===== config.mk =====
export PLATFORM = sky130hd
export DESIGN_NAME = maze_move_controller
export DESIGN_NICKNAME = d
export VERILOG_FILES = /design/src/rtl/maze_move_controller.sv
export SDC_FILE = /design/constraint.sdc
export NUM_CORES = 1
export LEC_CHECK = 0
export BUFFER_PORTS_ARGS = -buffer_cell sky130_fd_sc_hd__buf_2
export CORE_MARGIN = 4
export CORE_UTILIZATION = 56
export CTS_CLUSTER_DIAMETER = 60
export DETAILED_ROUTE_END_ITERATION = 8
export GPL_TIMING_DRIVEN = 0
export PLACE_DENSITY = 0.78
export SLEW_MARGIN = 0
export SYNTH_ARGS = -nofsm -noshare
export SYNTH_HDL_FRONTEND = slang
export SYNTH_SLANG_ARGS = --single-unit

===== constraint.sdc =====
create_clock -name CLK -period 4.8 [get_ports CLK]
set_clock_uncertainty 0.05 [all_clocks]
set_input_delay 0.24 -clock CLK [delete_from_list [all_inputs] [get_ports CLK]]
set_output_delay 0.24 -clock CLK [all_outputs]
set_load 0.05 [all_outputs]

===== src/rtl/maze_move_controller.sv =====
// Button front-end for the maze: sync, debounce and edge-detect three push-buttons,
// then arbitrate them into one-hot move pulses with hold-off, move counting, goal and abort.
module maze_move_controller #(
  parameter int DEBOUNCE_CYCLES = 16,
  parameter int HOLDOFF_CYCLES  = 4,
  parameter int MOVE_CNT_W      = 8
) (
  input  logic                  CLK,
  input  logic                  RESET_N,
  input  logic                  BTN_LEFT,
  input  logic                  BTN_CENTRE,
  input  logic                  BTN_RIGHT,
  input  logic [2:0]            STATE_IN,
  output logic                  MOVE_LEFT,
  output logic                  MOVE_CENTRE,
  output logic                  MOVE_RIGHT,
  output logic                  MAZE_RESET,
  output logic [MOVE_CNT_W-1:0] MOVE_COUNT,
  output logic                  GOAL,
  output logic                  BUSY
);

  localparam int DB_W = $clog2(DEBOUNCE_CYCLES + 1);
  localparam int HO_W = $clog2(HOLDOFF_CYCLES);
  localparam logic [DB_W-1:0]       DB_LAST = DB_W'(DEBOUNCE_CYCLES - 1);
  localparam logic [HO_W-1:0]       HO_LOAD = HO_W'(HOLDOFF_CYCLES - 1);
  localparam logic [MOVE_CNT_W-1:0] CNT_MAX = '1;
  localparam logic [2:0]            GOAL_STATE = 3'd7;

  typedef enum logic [1:0] {S_IDLE, S_ISSUE, S_WAIT, S_DONE} state_t;

  // Bit order everywhere: [0] left, [1] centre, [2] right.
  logic [2:0]            btn_raw;
  logic [2:0]            sync_q1, sync_q2;
  logic [2:0]            deb_q, deb_prev_q;
  logic [DB_W-1:0]       db_cnt_q [3];
  logic [2:0]            rise;
  logic [2:0]            pending_q;
  logic [2:0]            winner;
  logic [2:0]            sel_q;
  logic [HO_W-1:0]       hold_cnt_q;
  logic                  hold_done;
  logic [MOVE_CNT_W-1:0] move_cnt_q;
  logic                  chord_seen_q;
  logic                  abort;
  logic                  maze_reset_q;
  logic                  issue_fire;
  state_t                state_q, state_d;

  assign btn_raw = {BTN_RIGHT, BTN_CENTRE, BTN_LEFT};

  // NOTE: every flop here, including the small debounce counter array, is cleared by the
  // async reset; these are registers, not a RAM, so a reset costs nothing and avoids X.
  always_ff @(posedge CLK or negedge RESET_N) begin
    if (!RESET_N) begin
      sync_q1    <= '0;
      sync_q2    <= '0;
      deb_q      <= '0;
      deb_prev_q <= '0;
      for (int i = 0; i < 3; i++) db_cnt_q[i] <= '0;
    end else begin
      // NOTE: non-blocking assignments keep the sync chain a true two-stage shift.
      sync_q1    <= btn_raw;
      sync_q2    <= sync_q1;
      deb_prev_q <= deb_q;
      for (int i = 0; i < 3; i++) begin
        if (sync_q2[i] == deb_q[i]) begin
          db_cnt_q[i] <= '0;
        end else if (db_cnt_q[i] == DB_LAST) begin
          deb_q[i]    <= ~deb_q[i];
          db_cnt_q[i] <= '0;
        end else begin
          db_cnt_q[i] <= db_cnt_q[i] + DB_W'(1);
        end
      end
    end
  end

  assign rise      = deb_q & ~deb_prev_q;
  assign abort     = (&deb_q) & ~chord_seen_q;
  assign hold_done = (hold_cnt_q == '0);

  // Fixed priority: centre, then left, then right.
  always_comb begin
    // NOTE: a default on entry keeps this combinational block from inferring a latch.
    winner = 3'b000;
    if (pending_q[1])      winner = 3'b010;
    else if (pending_q[0]) winner = 3'b001;
    else if (pending_q[2]) winner = 3'b100;
  end

  always_ff @(posedge CLK or negedge RESET_N) begin
    if (!RESET_N) state_q <= S_IDLE;
    else          state_q <= state_d;
  end

  always_comb begin
    state_d = state_q;
    if (abort) begin
      state_d = S_WAIT;
    end else begin
      case (state_q)
        S_IDLE: begin
          if (STATE_IN == GOAL_STATE) state_d = S_DONE;
          else if (|pending_q)        state_d = S_ISSUE;
        end
        S_ISSUE: state_d = S_WAIT;
        S_WAIT: begin
          if (hold_done) state_d = (STATE_IN == GOAL_STATE) ? S_DONE : S_IDLE;
        end
        S_DONE: begin
          if (STATE_IN != GOAL_STATE) state_d = S_IDLE;
        end
        default: state_d = S_IDLE;
      endcase
    end
  end

  always_comb begin
    issue_fire  = (state_q == S_ISSUE) && !abort;
    MOVE_LEFT   = issue_fire & sel_q[0];
    MOVE_CENTRE = issue_fire & sel_q[1];
    MOVE_RIGHT  = issue_fire & sel_q[2];
    MAZE_RESET  = maze_reset_q;
    MOVE_COUNT  = move_cnt_q;
    GOAL        = (state_q == S_DONE);
    BUSY        = (state_q == S_ISSUE) || (state_q == S_WAIT);
  end

  always_ff @(posedge CLK or negedge RESET_N) begin
    if (!RESET_N) begin
      pending_q    <= '0;
      sel_q        <= '0;
      hold_cnt_q   <= '0;
      move_cnt_q   <= '0;
      chord_seen_q <= 1'b0;
      maze_reset_q <= 1'b0;
    end else begin
      maze_reset_q <= abort;

      // Edges only collect while idle; losers and edges in ISSUE/WAIT/DONE are dropped.
      if (abort || state_q != S_IDLE) pending_q <= '0;
      else                            pending_q <= pending_q | rise;

      if (state_q == S_IDLE && state_d == S_ISSUE) sel_q <= winner;

      if (abort || state_q == S_ISSUE)      hold_cnt_q <= HO_LOAD;
      else if (state_q == S_WAIT && !hold_done) hold_cnt_q <= hold_cnt_q - HO_W'(1);

      if (abort)                                   move_cnt_q <= '0;
      else if (issue_fire && move_cnt_q != CNT_MAX) move_cnt_q <= move_cnt_q + MOVE_CNT_W'(1);

      // The chord re-arms only once every debounced level has dropped.
      if (abort)              chord_seen_q <= 1'b1;
      else if (deb_q == 3'b000) chord_seen_q <= 1'b0;
    end
  end

endmodule


# ---- Word-level counts from Yosys, hierarchy flattened
# Index checks and enable logic that the tools add are counted.
dict set report classes {
  addsub 5
  eq_ne 13
  muxes 23
  bitwise_logic 14
  reduce_logical 21
}
# operator n
set op_table {}
lappend op_table {{5-bit 2-to-1 mux} 6}
lappend op_table {{2-bit 2-to-1 mux} 8}
lappend op_table {{8-bit 2-to-1 mux} 2}
lappend op_table {{5-bit by 1-bit adder with 5-bit output (second input constant)} 3}
lappend op_table {{5-bit by 4-bit equality test with 1-bit output (second input constant)} 3}
lappend op_table {{3-bit 2-to-1 mux} 4}
lappend op_table {{8-bit by 1-bit adder with 8-bit output (second input constant)} 1}
lappend op_table {{8-bit != test (second input constant)} 1}
lappend op_table {{2-bit case mux with 4 select lines} 1}
lappend op_table {{2-bit nonzero test} 4}
lappend op_table {{1-bit NOT} 7}
lappend op_table {{2-bit AND reduction} 3}
lappend op_table {{1-bit bitwise AND} 4}
lappend op_table {{2-bit by 1-bit equality test with 1-bit output (second input constant)} 2}
lappend op_table {{2-bit equality test (second input constant)} 2}
lappend op_table {{1-bit logical AND} 4}
lappend op_table {{2-bit zero test} 2}
lappend op_table {{3-bit bitwise AND} 1}
lappend op_table {{1-bit equality test} 3}
lappend op_table {{3-bit equality test (second input constant)} 1}
lappend op_table {{3-bit zero test} 1}
lappend op_table {{1-bit logical OR} 3}
lappend op_table {{3-bit != test (second input constant)} 1}
lappend op_table {{3-bit NOT} 1}
lappend op_table {{other kinds (6)} 8}
dict set report totals {
  ff_bits 47
  in_bits 8
  output_inout_bits 14
  word_cells 92
}

# ---- Depth between registers and ports, before layout
dict set report depth {
  depth_word 7
  ltp_mapped 7
  mapped_depth_nobuf 7
}

# ---- Worst setup path after synthesis
# No wires, ideal clock.
dict set report synth_timing {
  kind {reg-to-reg}
  startpoint {register state_q[1]}
  endpoint {register sel_q[0]}
  setup_time_ns 0.125
  t_arrival_ns 2.072
  required_time_ns 4.625
  path_slack_ns 2.553
  path_stages_with_launch 7
  path_buffers 0
  period_less_slack_ns 2.247
  path_cell_list {dfrtp_1 -> ha_1 -> and4_4 -> a2111oi_4 -> a32o_2 -> nand4b_4 -> mux2_4}
}
dict set report synth_via {
  word_cells_on_any_way 12
  classes_between {4 x eq/ne; 6 x mux; 2 x reduce/logical}
}
# item line
set synth_lines {}
lappend synth_lines {{from (decl)} 48} ;# state_t state_q, state_d;
lappend synth_lines {{from (signal assigned)} 94} ;# else state_q <= state_d;
lappend synth_lines {{2-bit equality test} -}
lappend synth_lines {{net GOAL} 19} ;# output logic GOAL,
lappend synth_lines {{2-bit case mux with 4 select lines} 102} ;# case (state_q)
lappend synth_lines {{2-bit 2-to-1 mux} 99} ;# if (abort) begin
lappend synth_lines {{2-bit by 1-bit equality test with 1-bit output} 145} ;# if (state_q == S_IDLE && state_d == S_ISSUE) sel_q <= winner;
lappend synth_lines {{1-bit logical AND} 145}
lappend synth_lines {{to (signal assigned)} 145}
lappend synth_lines {{to (decl)} 40} ;# logic [2:0] sel_q;
# The timed path passes the listed nets, and every way through them passes these cells.
# A chain may end at the register's enable or synchronous reset.

# ---- Worst setup path after layout
dict set report layout_timing {
  startpoint {register state_q[1]}
  endpoint {register sel_q[0]}
}
dict set report layout_via {
  elab_chain_cells 6
  word_cells_on_any_way 12
  classes_between {4 x eq/ne; 6 x mux; 2 x reduce/logical}
}
# item line
set layout_lines {}
lappend layout_lines {{2-bit 2-to-1 mux} 105} ;# else if (|pending_q) state_d = S_ISSUE;
lappend layout_lines {{2-bit 2-to-1 mux} 104} ;# if (STATE_IN == GOAL_STATE) state_d = S_DONE;
lappend layout_lines {{2-bit case mux with 4 select lines} 102}
lappend layout_lines {{2-bit 2-to-1 mux} 99}
lappend layout_lines {{2-bit by 1-bit equality test with 1-bit output} 145}
lappend layout_lines {{1-bit logical AND (*)} 145}
# Mark *: on every way between the ends. The rest lies on a longest branch, timed or not.

==> flow_summary.toml <==
[logic_synthesis]
syn_area_mm2 = 0.00209
synth_seq_area_share_pct = 56.2
synth_edf_count = 0
synth.area.top_cells = "dfrtp_1 (56%), ha_1 (6.0%), xor2_1 (4.2%)"
syn-mean-instance-area_um2 = 11.5
synth_top_cells_by_count = "dfrtp_1 (47), nor2_1 (19), inv_1 (15)"
async_reset_ff_share_pct = 100
synth.distinct_cells = 36
synth_cells = 182
yosysWarnings = 0
synth-seq-cells = 47
yosysTopAreaCellShare_pct = 56.2
syn_nets = 200
ys.flop_type = "dfrtp_1"
synth_most_common_cell = "dfrtp_1"
synth_top_cell_by_area = "dfrtp_1"

[global_route]
grt_pass1_vias = 1426
antenna_found_initial = 0
grt_max_degree = 48
grt_usage_pct = 15.7
grt_pass1_wl_um = 6130
grt_overflow = 0

[floorplanning]
initial_core_util_pct = 60.4
die-area_mm2 = 0.00478
die_w_um = 69.2
core_area_mm2 = 0.00347
die_h_um = 69.2
rows = 21
ios = 22

[placement]
place_inst = 249
place.gp.congestion = 0.764
place_area_mm2 = 0.00226
port_buffers = 21
hpwl_um = 2560

[routing]
route.vias.total = 1385
drc = 0
drtAntennaViolNets = 0
viasPerCell = 5.33
wirelength_um = 3390
dr.first_iter.drc_count = 76
drt_first_pass_iters = 4
wl_per_cell_um = 13.1

[cts]
numCtsBuffers = 5
cts-htree-levels = 2
ctsHoldBuffers = 3
cts.sinks = 47
cts.reportedPaths.clkPinSlew_ns = 0.08
cts_root_buf = "clkbuf_8"
clock_path_buffers = 2
cts_tree = "yes"
cts_resized = 0
cts_setup_buffers = 0
clkLatencyLatePin_ns = 0.29

[worst_setup_path]
max_stage_delay_ns = 0.47
cp_top_family = "compound AO/OA/AOI/OAI gates"
critical-path-slowest-cell = "dfrtp_1"
startpoint_type = "flop"
r2r_start = "state_q[1]"
crit_type = "reg2reg"
r2r-end = "sel_q[0]"
reg2reg_slack_ns = 2.71
startpoint = "state_q[1]"
cp_num_buf_inv = 0
ff2ff_path_depth = 6
cp_max_fo = 6
cp_cell_sequence = "ha_1, and4_4, a2111oi_4, a32o_2, nand4b_4, mux2_4"
critPathRequiredTime_ns = 4.93
cp.arrival_ns = 2.22
crit_path_end_kind = "flop"
path_depth = 6
endpoint = "sel_q[0]"

[sta]
tns_ns = 0
grt_setup_unrepaired = "no"
max-slew-margin-rel_pct = 34.4
period_needed_ns = 2.09
worstMarginPinSlew_ns = 0.984
drv_slew = 0
period_share_pct = 43.6
setup_viol = 0
fmax_ghz = 0.478
hold_viol = 0

[power_and_ir_drop]
finalPower_mw = 1.09
power.share.combinational_pct = 35.9
power_density_mw_per_mm2 = 459
power_frac_clock_pct = 20.1
swShare_pct = 38.1
power.switching_mw = 0.414
p_leak_nw = 1.26
ir_drop_mv = 0.278
intPower_mw = 0.673
p_seq_share_pct = 44.0

[final_layout]
seqCellArea_mm2 = 0.00118
multi_input_area_um2 = 843
finish.net_count = 231
fillers = 272
antenna_cells = 0
drive_above_1_share_pct = 21.0
area_growth_pct = 13.2
utilization_pct = 68.4
stdcell_count = 260
final_area_mm2 = 0.00237

[status]
status = "finished, final reports clean"

[hold_path]
min_path_type = "in2async"

[job]
max_cap_viol_count = 0
final cells by class:
class / instances / share of cell area [%]
clock inverter: 3 / 0.633
sequential: 47 / 49.6
buffer: 2 / 0.528
timing repair buffer: 24 / 5.70
clock buffer: 5 / 2.90
tap: 46 / 2.43
multi-input combinational: 117 / 35.6
inverter: 16 / 2.64
stage by stage:
step	setup WS (ns)	hold slack (ns)
6_report	2.71	0.0408
5_1_grt	2.64	0.146
4_1_cts	2.70	0.0850
3_5_place_dp	2.72	0.286
3_3_place_gp	2.78	0.284
2_1_floorplan	2.55	-0.106
per-layer routing:
layer  GRT usage, %  routed length, µm  vias up
li1               -                  -      680
met1           18.7               1480      668
met2           26.5               1670       30
met3           5.52                187        7
met4           5.21                 55        0
met5              0                  0        -
cells in the final DEF (no fill, tap or decap), types with 5 or more instances in the layout:
cell type / count
and3_1: 7
a21oi_1: 6
o21ai_0: 11
buf_2: 22
ha_1: 10
nand3_1: 14
dfrtp_1: 47
nand2_1: 6
inv_1: 15
xor2_1: 10
nor2_1: 19
clkbuf_8: 5
kinds of logic (layout without fill, tap and decap cells):
logic type	count (synthesis)	in the layout	share of synthesized area [%]
flip-flops	47	47	56.2
adder cells (fa/ha/maj)	10	10	5.97
AO/OA/AOI/OAI	26	26	8.78
AND/OR/NAND/NOR	63	63	16.8
buffers and inverters	18	50	3.58
XOR/XNOR	13	13	5.44
multiplexers	5	5	3.23
worst min path at each step:
| stage | to | cells after the start | slack [ns] | startpoint |
|---|---|---|---|---|
| final | MOVE_COUNT[3] | 1 | 0.04 | RESET_N |
| after global routing | MOVE_COUNT[3] | 1 | 0.15 | RESET_N |
| after CTS | MOVE_COUNT[5] | 1 | 0.09 | RESET_N |
| after detailed placement | sync_q2[1] | 0 | 0.29 | sync_q1[1] |
| after global placement | sync_q2[2] | 0 | 0.28 | sync_q1[2] |
| after floorplan | MAZE_RESET | 0 | -0.11 | RESET_N |
flip-flops by register name, summed over array words and instances (netlist names):
name and count:
MAZE_RESET 1, MOVE_COUNT 8, chord_seen_q 1, db_cnt_q 15
deb_prev_q 3, deb_q 3, hold_cnt_q 2, pending_q 3
sel_q 3, state_q 2, sync_q1 3, sync_q2 3
power by group through the flow:
stage                     logic (mW)  registers, mW  clock network, mW
after floorplan                0.260          0.535                  0
after global placement         0.372          0.483                  0
after detailed placement       0.390          0.486                  0
after CTS                      0.394          0.478              0.229
after global routing           0.431          0.485              0.249
final                          0.390          0.479              0.219
No activity file was read; power rests on OpenSTA's default activity.
